<file path="config.mk">
export PLATFORM = sky130hd
export DESIGN_NAME = pio_master
export DESIGN_NICKNAME = d
export VERILOG_FILES = /design/src/rtl/pio_master.sv
export SDC_FILE = /design/constraint.sdc
export NUM_CORES = 1
export LEC_CHECK = 0
export ABC_AREA = 1
export CORE_ASPECT_RATIO = 1.4
export CORE_UTILIZATION = 43
export CTS_CLUSTER_DIAMETER = 40
export DETAILED_ROUTE_END_ITERATION = 8
export PLACE_DENSITY = 0.74
export SYNTH_ARGS = -nofsm -noshare
export SYNTH_HDL_FRONTEND = slang
export SYNTH_SLANG_ARGS = --single-unit
</file>
<file path="constraint.sdc">
create_clock -name clk -period 2.6 [get_ports clk]
set_input_delay 0.78 -clock clk [delete_from_list [all_inputs] [get_ports clk]]
set_output_delay 0.78 -clock clk [all_outputs]
set_load 0.02 [all_outputs]
</file>
<file path="src/rtl/pio_master.sv">
// pio_master: PIO bus initiator.
//
// Turns single-word host read/write requests into PIO beats, waits for the
// responder's completion with a timeout, and returns the result to the host.
// Exactly one transaction is outstanding at a time.
//
// Ports
//   clk, rst                 clock, synchronous active-high reset
//   clk_div                  beat enable; PIO outputs only change on edges where it is 1
//   req_valid/req_ready      host request handshake (req_rw, req_addr, req_wdata)
//   resp_valid/resp_ready    host completion handshake (resp_rdata, resp_err)
//   pio_start/pio_rw/pio_addr_wdata   outgoing beats: address beat, then write data
//   pio_ack/pio_rvalid/pio_rdata      responder completion inputs
//   txn_cnt/timeout_cnt/stray_cnt     saturating statistics counters
module pio_master #(
    parameter int PIO_W       = 32,
    parameter int TIMEOUT_CYC = 1024,
    parameter int CNT_W       = 16
) (
    input  logic             clk,
    input  logic             rst,
    input  logic             clk_div,
    input  logic             req_valid,
    output logic             req_ready,
    input  logic             req_rw,
    input  logic [PIO_W-1:0] req_addr,
    input  logic [PIO_W-1:0] req_wdata,
    output logic             resp_valid,
    input  logic             resp_ready,
    output logic [PIO_W-1:0] resp_rdata,
    output logic             resp_err,
    output logic             pio_start,
    output logic             pio_rw,
    output logic [PIO_W-1:0] pio_addr_wdata,
    input  logic             pio_ack,
    input  logic             pio_rvalid,
    input  logic [PIO_W-1:0] pio_rdata,
    output logic [CNT_W-1:0] txn_cnt,
    output logic [CNT_W-1:0] timeout_cnt,
    output logic [CNT_W-1:0] stray_cnt
);

    typedef enum logic [2:0] {S_IDLE, S_ADDR, S_DATA, S_WAIT, S_RESP} state_t;

    state_t           state;
    state_t           state_nxt;

    logic             rw_q;
    logic [PIO_W-1:0] addr_q;
    logic [PIO_W-1:0] wdata_q;
    logic             addr_sent;   // address beat is on the bus (ADDR state)
    logic [15:0]      tmo_q;

    logic             launch;
    logic             beat_adv;
    logic             done;
    logic             tmo_hit;
    logic             stray;
    logic             resp_take;

    // The address beat goes out on the first enabled edge: either the accept
    // edge itself or a later one if clk_div was low when the request arrived.
    assign launch    = clk_div & (((state == S_IDLE) & req_valid) |
                                  ((state == S_ADDR) & ~addr_sent));
    assign beat_adv  = clk_div & (state == S_ADDR) & addr_sent;
    // Reads complete on rvalid only; an early ack is legal and ignored.
    assign done      = (state == S_WAIT) & (rw_q ? pio_rvalid : pio_ack);
    assign tmo_hit   = (state == S_WAIT) & (tmo_q == 16'(TIMEOUT_CYC - 1));
    assign stray     = (state != S_WAIT) & (pio_ack | pio_rvalid);
    assign resp_take = resp_valid & resp_ready;

    function automatic logic [CNT_W-1:0] sat_inc(input logic [CNT_W-1:0] v);
        return (&v) ? v : v + CNT_W'(1);
    endfunction

    // State register.
    // NOTE: sequential state is updated with non-blocking assignments only, so
    // every flop samples the pre-edge value of every other flop.
    always_ff @(posedge clk) begin
        if (rst) state <= S_IDLE;
        else     state <= state_nxt;
    end

    // Next-state logic.
    // NOTE: state_nxt is defaulted before the case so no path leaves it
    // unassigned, which would otherwise infer a latch.
    always_comb begin
        state_nxt = state;
        case (state)
            S_IDLE: if (req_valid)        state_nxt = S_ADDR;
            S_ADDR: if (beat_adv)         state_nxt = rw_q ? S_WAIT : S_DATA;
            S_DATA: if (clk_div)          state_nxt = S_WAIT;
            S_WAIT: if (done || tmo_hit)  state_nxt = S_RESP;
            S_RESP: if (resp_ready)       state_nxt = S_IDLE;
            default:                      state_nxt = S_IDLE;
        endcase
    end

    // Host-side handshake outputs are pure functions of the state.
    always_comb begin
        req_ready  = (state == S_IDLE);
        resp_valid = (state == S_RESP);
    end

    // Request holding registers.
    // NOTE: these carry no reset; they are always written on acceptance before
    // anything reads them.
    always_ff @(posedge clk) begin
        if (state == S_IDLE && req_valid) begin
            rw_q    <= req_rw;
            addr_q  <= req_addr;
            wdata_q <= req_wdata;
        end
    end

    // PIO beat outputs. On the accept edge the request registers are not yet
    // loaded, so the beat is taken straight from the request port.
    always_ff @(posedge clk) begin
        if (rst) begin
            pio_start      <= 1'b0;
            pio_rw         <= 1'b0;
            pio_addr_wdata <= '0;
            addr_sent      <= 1'b0;
        end else if (launch) begin
            pio_start      <= 1'b1;
            addr_sent      <= 1'b1;
            pio_rw         <= (state == S_IDLE) ? req_rw   : rw_q;
            pio_addr_wdata <= (state == S_IDLE) ? req_addr : addr_q;
        end else if (beat_adv) begin
            pio_start      <= 1'b0;
            pio_rw         <= 1'b0;
            pio_addr_wdata <= rw_q ? '0 : wdata_q;
        end else if (clk_div && state == S_DATA) begin
            pio_addr_wdata <= '0;
        end else if (state == S_IDLE) begin
            addr_sent      <= 1'b0;
        end
    end

    // Completion capture, timeout counter and statistics.
    always_ff @(posedge clk) begin
        if (rst) begin
            tmo_q       <= '0;
            resp_rdata  <= '0;
            resp_err    <= 1'b0;
            txn_cnt     <= '0;
            timeout_cnt <= '0;
            stray_cnt   <= '0;
        end else begin
            tmo_q <= (state == S_WAIT) ? tmo_q + 16'd1 : 16'd0;

            // Completion takes priority over a timeout in the same cycle.
            if (done) begin
                resp_rdata <= rw_q ? pio_rdata : '0;
                resp_err   <= 1'b0;
            end else if (tmo_hit) begin
                resp_rdata  <= '0;
                resp_err    <= 1'b1;
                timeout_cnt <= sat_inc(timeout_cnt);
            end else if (resp_take) begin
                resp_rdata <= '0;
                resp_err   <= 1'b0;
            end

            if (resp_take) txn_cnt   <= sat_inc(txn_cnt);
            if (stray)     stray_cnt <= sat_inc(stray_cnt);
        end
    end

endmodule

</file>
==> metrics.yaml <==
status: "finished clean"
path_class: "flop to output pin"
critPathSlowestCell: "clkdlybuf4s50_1"
ys_top_cells_by_area: "dfxtp_1 (30%), edfxtp_1 (22%), nand2_1 (15%)"
die_w_um: 124.7
place_hpwl_mm: 16.48
start_kind: "flop"
die_h_um: 173.8
ys.flop_type: "dfxtp_1"
synth_edf_count: 65
critPathMaxFanout: 7
postCtsSetupBuffers: 0
fin_crit_sh_pct: 89.42
die_area_um2: 21680
yosys.area.top_type: "dfxtp_1"
setup_viol: 0
synthMostInstantiatedCell: "nand2_1"
ctsRootBufferMaster: "clkbuf_16"
tightestPinTransition_ps: 926.9
yosysUniqueCellTypes: 34
arrival_ps: 1540
wl_per_cell_um: 14.86
fill_cells: 1879
synth_common_cells: "nand2_1 (372), a21oi_1 (160), dfxtp_1 (135), inv_1 (78), nor2_1 (77)"
drive_gt1_share_pct: 5.999
critical_path_buf_inv_count: 1
synthesis.area_um2: 9069
grt.overflow.total: 0
vias_per_cell: 5.161
grt_pass1_vias: 8094
layout.nets: 1462
worstSkewPairLatency_ps: 430
slowest_delay_ps: 660
synthToLayoutAreaGrowth_pct: 33.69
hold_viol_final: 0
grt_max_degree: 82
slew_headroom_pct: 38.21
fin_skew_ps: 11.96
dpl_cell_area_um2: 11530
clk_pin_slew_ps: 70
cts_buffer_depth: 2
drv_slew: 0
grt_antenna_before_repair: 1
multiInputGateArea_um2: 3846
place_ws_ps: 206.2
fp-row-count: 62
regArea_um2: 4656
crit_family: "buffers and inverters"
hold_path.class: "flop to flop"
p_leak_uw: 0.004419
grt.total_usage_pct: 22.31
num_io_pins: 221
numCtsBuffers: 17
min-delay-start: "tmo_q[0]"
cts_tree: "yes"
post-route-cell-area_um2: 12120
drc: 0
clock-sinks: 200
setup_ws_ps: 275.2
syn-num-nets: 1257
yosysWarnings: 0
required_ps: 1820
ys_async_sr_fraction_pct: 0
crit_chain: "clkdlybuf4s50_1"
routed-via-count: 8376
period_minus_slack_ps: 2325
dr.pass1.iters: 4
h-tree-depth: 4
routabilityCongestion: 0.8709
ir_worst_vdd_mv: 0.5167
power_density_nw_per_um2: 781.3
rr_startpoint: "state[0]"
drt_iter0_drc: 607
fmax_ghz: 0.4301
syn-instance-count: 1149
yosysTopAreaCellShare_pct: 29.80
grt_setup_unrepaired: "no"
finalSetupTns_ps: 0
reg2reg_slack_ps: 420
initial_utilization_pct: 44.11
maxCapViolCount: 0
ys_seq_elements: 200
crit_path_end_kind: "output pin"
antenna_cells: 0
grt_pass1_wl_mm: 39.43
core_um2: 20560
ant_nets: 0
syn_avg_cell_area_um2: 7.893
cp-startpoint: "timeout_cnt[2]"
port_buffers: 220
routed_wl_mm: 24.12
seq_area_frac_synth_pct: 51.32
==> final cells by class <==
class,count,area share (%)
Clock buffer,20,3.777
Clock inverter,12,1.084
Inverter,87,2.714
Multi-Input combinational cell,810,31.72
Sequential cell,200,38.40
Tap cell,256,2.642
Timing Repair Buffer,238,19.66
==> layer usage <==
layer  wire [µm]  track usage, %
met2       12520           39.94
met3        1227           4.691
met1        9790           26.27
met4         578           7.430
met5           0               0
==> worst paths after layout <==
check | cells past startpoint | to
min reg2reg | 1 | tmo_q[0]
min | 1 | tmo_q[0]
max | 1 | timeout_cnt[2]
max reg2reg | 11 | pio_addr_wdata[0]
==> flip-flops by register name, summed over array words and instances, names as in the netlist <==
signal and cells:
resp_err 1, timeout_cnt 16, pio_start 1, resp_rdata 32, pio_rw 1, txn_cnt 16, pio_addr_wdata 32, wdata_q 32
addr_q 32, addr_sent 1, rw_q 1, state 3, tmo_q 16, stray_cnt 16
==> through the flow <==
| stage | util [%] | hold WS, ps | total power, µW | cells |
|---|---|---|---|---|
| 2_1_floorplan | - | 417.4 | 5790 | 1149 |
| 3_3_place_gp | 56.10 | 427.8 | 6814 | 1591 |
| 3_5_place_dp | 56.10 | 435.1 | 6884 | 1591 |
| 4_1_cts | 58.97 | 451.0 | 9578 | 1623 |
| 5_1_grt | 58.98 | 461.6 | 10010 | 1623 |
| 6_report | 58.98 | 445.1 | 9473 | 1623 |
==> repair_timing <==
action,in CTS,in global routing
hold buffers,0,0
endpoints found under the setup margin,2,1
gates resized for setup,2,1
pin swaps,0,0
==> cell usage in the layout (no fill, tap or decap), drive strengths merged <==
cell type	synthesis	routed
a21o	32	32
o21ai	13	13
buf	28	19
nor2	86	86
nand4	42	42
a22oi	1	1
clkinv	1	5
nor3	7	7
xor2	14	14
dlygate4sd2	0	1
and2	3	3
or2	3	3
edfxtp	65	65
clkdlybuf4s50	0	217
inv	86	93
dfxtp	135	135
clkbuf	24	20
a21oi	161	161
dlymetal6s2s	0	1
xnor2	15	15
nand3b	4	4
ha	4	4
nand2	378	378
bufinv	0	1
nand3	47	47
==> kinds of logic (layout without fill, tap and decap cells) <==
| family | after synthesis | after routing | share of synthesized area, % |
|---|---|---|---|
| buf+inv | 139 | 357 | 6.292 |
| simple gates | 570 | 570 | 26.57 |
| compound gates | 207 | 207 | 12.46 |
| flops | 200 | 200 | 51.32 |
| xor+xnor | 29 | 29 | 2.801 |
| fa+ha+maj | 4 | 4 | 0.5519 |
==> power breakdown <==
group          leakage [µW]  switching (µW)  total [µW]  internal (µW)
sequential          0.00171             230        3960           3730
clock              0.000291            1240        2660           1420
combinational       0.00242            1770        2850           1080
(Power assumes the default switching activity.)
